==> src/rtl/req_retry_ctrl.sv <==
// Request/acknowledge retry controller driving a paired timer: re-issues the request on each
// timeout up to MAX_RETRIES times. Define REQ_RETRY_STICKY_FAIL_EN to make o_fail sticky.
module req_retry_ctrl #(
  parameter  int MAX_RETRIES = 3,
  localparam int CNT_W       = $clog2(MAX_RETRIES + 1)
) (
  input  logic             i_clk,
  input  logic             i_rst,
  input  logic             i_go,
  input  logic             i_ack,
  input  logic             i_abort,
  input  logic             i_timeout,
  output logic             o_tmr_start,
  output logic             o_req,
  output logic             o_busy,
  output logic             o_done,
  output logic             o_fail,
  output logic [CNT_W-1:0] o_retry_cnt
);

  typedef enum logic [1:0] {
    IDLE = 2'd0,
    ARM  = 2'd1,
    WAIT = 2'd2,
    DROP = 2'd3
  } state_t;

  localparam logic [CNT_W-1:0] MAX_CNT = CNT_W'(MAX_RETRIES);

  state_t           state_q;
  state_t           state_d;
  logic [CNT_W-1:0] cnt_d;
  logic             done_d;
  logic             fail_evt;
  logic             fail_d;
  logic             go_accept;
  logic             req_d;
  logic             tmr_start_d;
  logic             busy_d;

  // Next-state: abort outranks ack, ack outranks timeout
  always_comb begin
    state_d   = state_q;
    cnt_d     = o_retry_cnt;
    done_d    = 1'b0;
    fail_evt  = 1'b0;
    go_accept = 1'b0;
    case (state_q)
      IDLE: begin
        if (i_go) begin
          state_d   = ARM;
          cnt_d     = '0;
          go_accept = 1'b1;
        end
      end
      ARM: begin
        state_d = i_abort ? IDLE : WAIT;
      end
      WAIT: begin
        if (i_abort) begin
          state_d = IDLE;
        end else if (i_ack) begin
          state_d = IDLE;
          done_d  = 1'b1;
        end else if (i_timeout) begin
          if (o_retry_cnt == MAX_CNT) begin
            state_d  = IDLE;
            fail_evt = 1'b1;
          end else begin
            state_d = DROP;
            cnt_d   = o_retry_cnt + CNT_W'(1);
          end
        end
      end
      DROP: begin
        state_d = i_abort ? IDLE : ARM;
      end
      default: begin
        state_d = IDLE;
      end
    endcase
  end

  // Outputs are decoded from the next state so they register alongside it
  always_comb begin
    req_d       = (state_d == ARM) || (state_d == WAIT);
    tmr_start_d = (state_d == ARM);
    busy_d      = (state_d != IDLE);
`ifdef REQ_RETRY_STICKY_FAIL_EN
    fail_d      = fail_evt | (o_fail & ~go_accept);
`else
    fail_d      = fail_evt;
`endif
  end

  always_ff @(posedge i_clk or negedge i_rst) begin
    if (!i_rst) begin
      state_q     <= IDLE;
      o_retry_cnt <= '0;
      o_tmr_start <= 1'b0;
      o_req       <= 1'b0;
      o_busy      <= 1'b0;
      o_done      <= 1'b0;
      o_fail      <= 1'b0;
    end else begin
      state_q     <= state_d;
      o_retry_cnt <= cnt_d;
      o_tmr_start <= tmr_start_d;
      o_req       <= req_d;
      o_busy      <= busy_d;
      o_done      <= done_d;
      o_fail      <= fail_d;
    end
  end

endmodule

==> config.mk <==
export PLATFORM = sky130hd
export DESIGN_NAME = req_retry_ctrl
export DESIGN_NICKNAME = d
export VERILOG_FILES = /design/src/rtl/req_retry_ctrl.sv
export SDC_FILE = /design/constraint.sdc
export NUM_CORES = 1
export LEC_CHECK = 0
export BUFFER_PORTS_ARGS = -buffer_cell sky130_fd_sc_hd__buf_2
export CAP_MARGIN = 20
export CORE_AREA = 2 2 39 41
export CTS_BUF_LIST = sky130_fd_sc_hd__clkbuf_4
export CTS_CLUSTER_DIAMETER = 200
export CTS_CLUSTER_SIZE = 40
export DETAILED_ROUTE_END_ITERATION = 8
export DIE_AREA = 0 0 41 43
export PLACE_DENSITY_LB_ADDON = 0.12
export SLEW_MARGIN = 20
export SYNTH_ARGS = -nofsm -noshare
export SYNTH_HDL_FRONTEND = slang
export SYNTH_SLANG_ARGS = --single-unit
==> constraint.sdc <==
create_clock -name i_clk -period 2.9 [get_ports i_clk]
set_input_delay 0.145 -clock i_clk [delete_from_list [all_inputs] [get_ports i_clk]]
set_output_delay 0.145 -clock i_clk [all_outputs]
set_load 0.02 [all_outputs]
==> impl_metrics.csv <==
group,metric,value,unit
yosys,synth.area.top_cells,"dfrtp_1 54%, ha_1 6.0%, a21oi_1 3.6%",
final_layout,diodes,0,
floorplan,coreArea,0.001384,mm^2
clocking,h-tree-depth,1,
yosys,synth-seq-cells,9,
clocking,cts_hold_buf,1,
yosys,yosysTopAreaCellShare,53.73,%
sta,fmax,595.1,MHz
worst_setup_path,worst_path_max_delay_cell,"or4b_1",
yosys,synthSimpleGateAreaFrac,23.28,%
yosys,syn_avg_cell_area,11.03,um^2
hold_path,min-delay-path-class,"input pin to flip-flop",
worst_setup_path,crit_fanout,5,
sta,min_period,1680,ps
floorplan,io_pins,13,
yosys,synth_mux_area_share,0,%
yosys,synth_edf_count,0,
global_routing,grt_usage,12.34,%
route,first_iter_violations,2,
yosys,yosys.area_share.adder,5.970,%
sta,finalClockSkew,4.004,ps
worst_setup_path,r2r_end,"o_retry_cnt[0]",
yosys,synth_compound_area_share,15.22,%
worst_setup_path,worstSetupStartpointType,"flip-flop",
route,vias_per_cell,4.958,
worst_setup_path,critPathKind,"flip-flop to flip-flop",
hold_path,holdPathStages,2,
placement,hpwl,634.4,um
global_routing,antenna_found_initial,0,
global_routing,grt_max_degree,10,
global_routing,grt_pass1_vias,341,
run,cap_violations,0,
yosys,synthArstFlopShare,100.0,%
yosys,synthCells,38,
clocking,cts_setup_buffers,0,
clocking,cts_tree,"done",
sta,timing.final.crit_share,57.95,%
route,drc,0,
final_layout,layout-drive-gt1-share,34.55,%
sta,finalMaxSlewViolations,0,
floorplan,num_rows,14,
yosys,syn-num-nets,46,
global_routing,grt_first_pass_wirelength,1.428,mm
route,drtAntennaViolNets,0,
yosys,synth-main-ff-cell,"dfrtp_1",
placement,dp.cells,66,
sta,setup_viol_count_final,0,
yosys,synth_top_family_by_area,"simple AND/OR/NAND/NOR gates",
yosys,yosysMostFrequentCell,"dfrtp_1",
yosys,yosysWarnings,0,
clocking,cts-buffers-inserted,3,
clocking,ctsRootBufferMaster,"clkbuf_4",
worst_setup_path,crit_chain,"ha_1, nor4b_2, or4b_1, o211ai_1",
sta,grt_setup_unrepaired,"no",
final_layout,instances_no_fill,71,
yosys,synthXorXnorAreaFrac,0,%
worst_setup_path,cp.arrival,1860,ps
yosys,yosysTopAreaCell,"dfrtp_1",
floorplan,die_w,41,um
final_layout,syn_to_final_growth,28.66,%
pwr,p_leak,0.2757,nW
worst_setup_path,cp.required,3080,ps
status,status,"completed",
route,via_count,352,
hold_path,hp-start,"i_abort",
route,detail_route.wl_per_cell,11.77,um
worst_setup_path,reg2reg_depth,4,
pwr,peakVddDrop,0.2399,mV
sta,finalHoldViolations,0,
worst_setup_path,rr_startpoint,"o_retry_cnt[0]",
route,first_pass_iters,4,
yosys,syn-cell-area,419.2,um^2
route,routed_wl,836,um
clocking,clk_pin_slew_worst_paths,60,ps
yosys,synth_seq_area_share,53.73,%
clocking,insertion_delay,260,ps
yosys,synthTopCellsByCount,"9 x dfrtp_1, 4 x nand2_1, 3 x a21oi_1, 3 x nor2_1",
global_routing,grt-ovfl-total,0,
clocking,numClockSinks,9,
floorplan,initial_core_util,30.29,%
final_layout,fin_nets,64,
yosys,synth.distinct_cells,18,
worst_setup_path,reg2reg_slack,1220,ps
placement,place_congestion,0.8025,
sta,worstMarginPinSlew,344.5,ps
floorplan,dieHeight,43,um
hold_path,holdPathEnd,"state_q[1]",
sta,max_slew_margin,76.98,%
placement,portBuffers,12,
worst_setup_path,crit_path_end_kind,"flip-flop",
clocking,cts_buffer_depth,2,
sta,fin_tns_setup,0,ps
clocking,ctsResizeCount,0,
floorplan,dieArea,0.001763,mm^2
pwr,pwr_density_cell,607.4,mW/mm^2
worst_setup_path,slowest_delay,480,ps
-- cell type report --
| class | instances | area [um^2] |
|---|---|---|
| multi-input cells | 27 | 186.4 |
| flip-flops and latches | 9 | 225.2 |
| inverters | 2 | 7.507 |
| fillers | 148 | 844.6 |
| repair buffers | 13 | 70.07 |
| well taps | 16 | 20.02 |
| clock buffers | 4 | 30.03 |
-- worst max path at each step --
stage | startpoint | to | slack (ps)
floorplan | o_retry_cnt[0] | o_req | 1260
global placement | o_retry_cnt[0] | o_req | 1250
detailed placement | o_retry_cnt[0] | o_retry_cnt[0] | 1230
CTS | o_retry_cnt[0] | o_retry_cnt[0] | 1210
global route | o_retry_cnt[0] | o_req | 990
finish | o_retry_cnt[0] | o_retry_cnt[0] | 1220
-- through the flow --
stage / hold WS (ps) / power (mW) / util [%] / instance area, um^2 / setup slack [ps]
CTS: 140.9 / 0.3309 / 38.97 / 539.3 / 1209
global route: 147.6 / 0.3512 / 38.97 / 539.3 / 990.9
global placement: 4.178 / 0.2203 / 36.08 / 499.2 / 1251
finish: 138.8 / 0.3275 / 38.97 / 539.3 / 1220
detailed placement: 7.760 / 0.2210 / 36.08 / 499.2 / 1235
floorplan: -150.6 / 0.1943 / - / 419.2 / 1256
-- layout by cell type, fill, tap and decap left out --
cell type,netlist,layout
nand2_1,4,4
a21oi_1,3,3
or4b_1,1,1
and2_1,1,1
inv_1,2,2
a21o_1,1,1
and3_1,1,1
nor4b_2,1,1
ha_1,2,2
buf_2,0,12
nand3b_1,1,1
clkbuf_4,0,4
o211ai_1,1,1
nor3b_1,2,2
and4b_2,1,1
nor2_1,3,3
a31o_2,1,1
dfrtp_1,9,9
o31ai_1,2,2
dlygate4sd3_1,0,1
o21ai_0,2,2
-- flip-flops by register name (all words and copies together) (netlist names) --
register,cells
o_busy,1
o_done,1
o_fail,1
o_req,1
o_retry_cnt,2
o_tmr_start,1
state_q,2
-- worst max-delay path, delay by kind of cell, from the launching register on --
kind / cells / cell delay, ps
fa+ha+maj: 1 / 250
flops: 1 / 410
compound gates: 1 / 110
simple gates: 2 / 830
-- where the power goes --
group	total [mW]	internal [mW]	switching [mW]	leakage [nW]
Sequential	0.152	0.141	0.0116	0.119
Combinational	0.0673	0.0256	0.0417	0.139
Clock	0.108	0.0625	0.0453	0.0184
Total	0.328	0.229	0.0986	0.276
-- routing by layer --
layer	vias to the layer above	global-route usage, %	wire length [um]
met5	-	0	0
met3	5	3.141	55
met4	0	8.000	29
met1	162	14.80	347
met2	13	18.44	402
li1	172	-	-
-- cells by family after synthesis --
logic type | count (synthesis)
buffers and inverters | 2
and+or+nand+nor | 15
DFF | 9
AOI/OAI and AO/OA | 10
adders and majority gates | 2
Note: power is estimated with default switching activity, not from simulation.
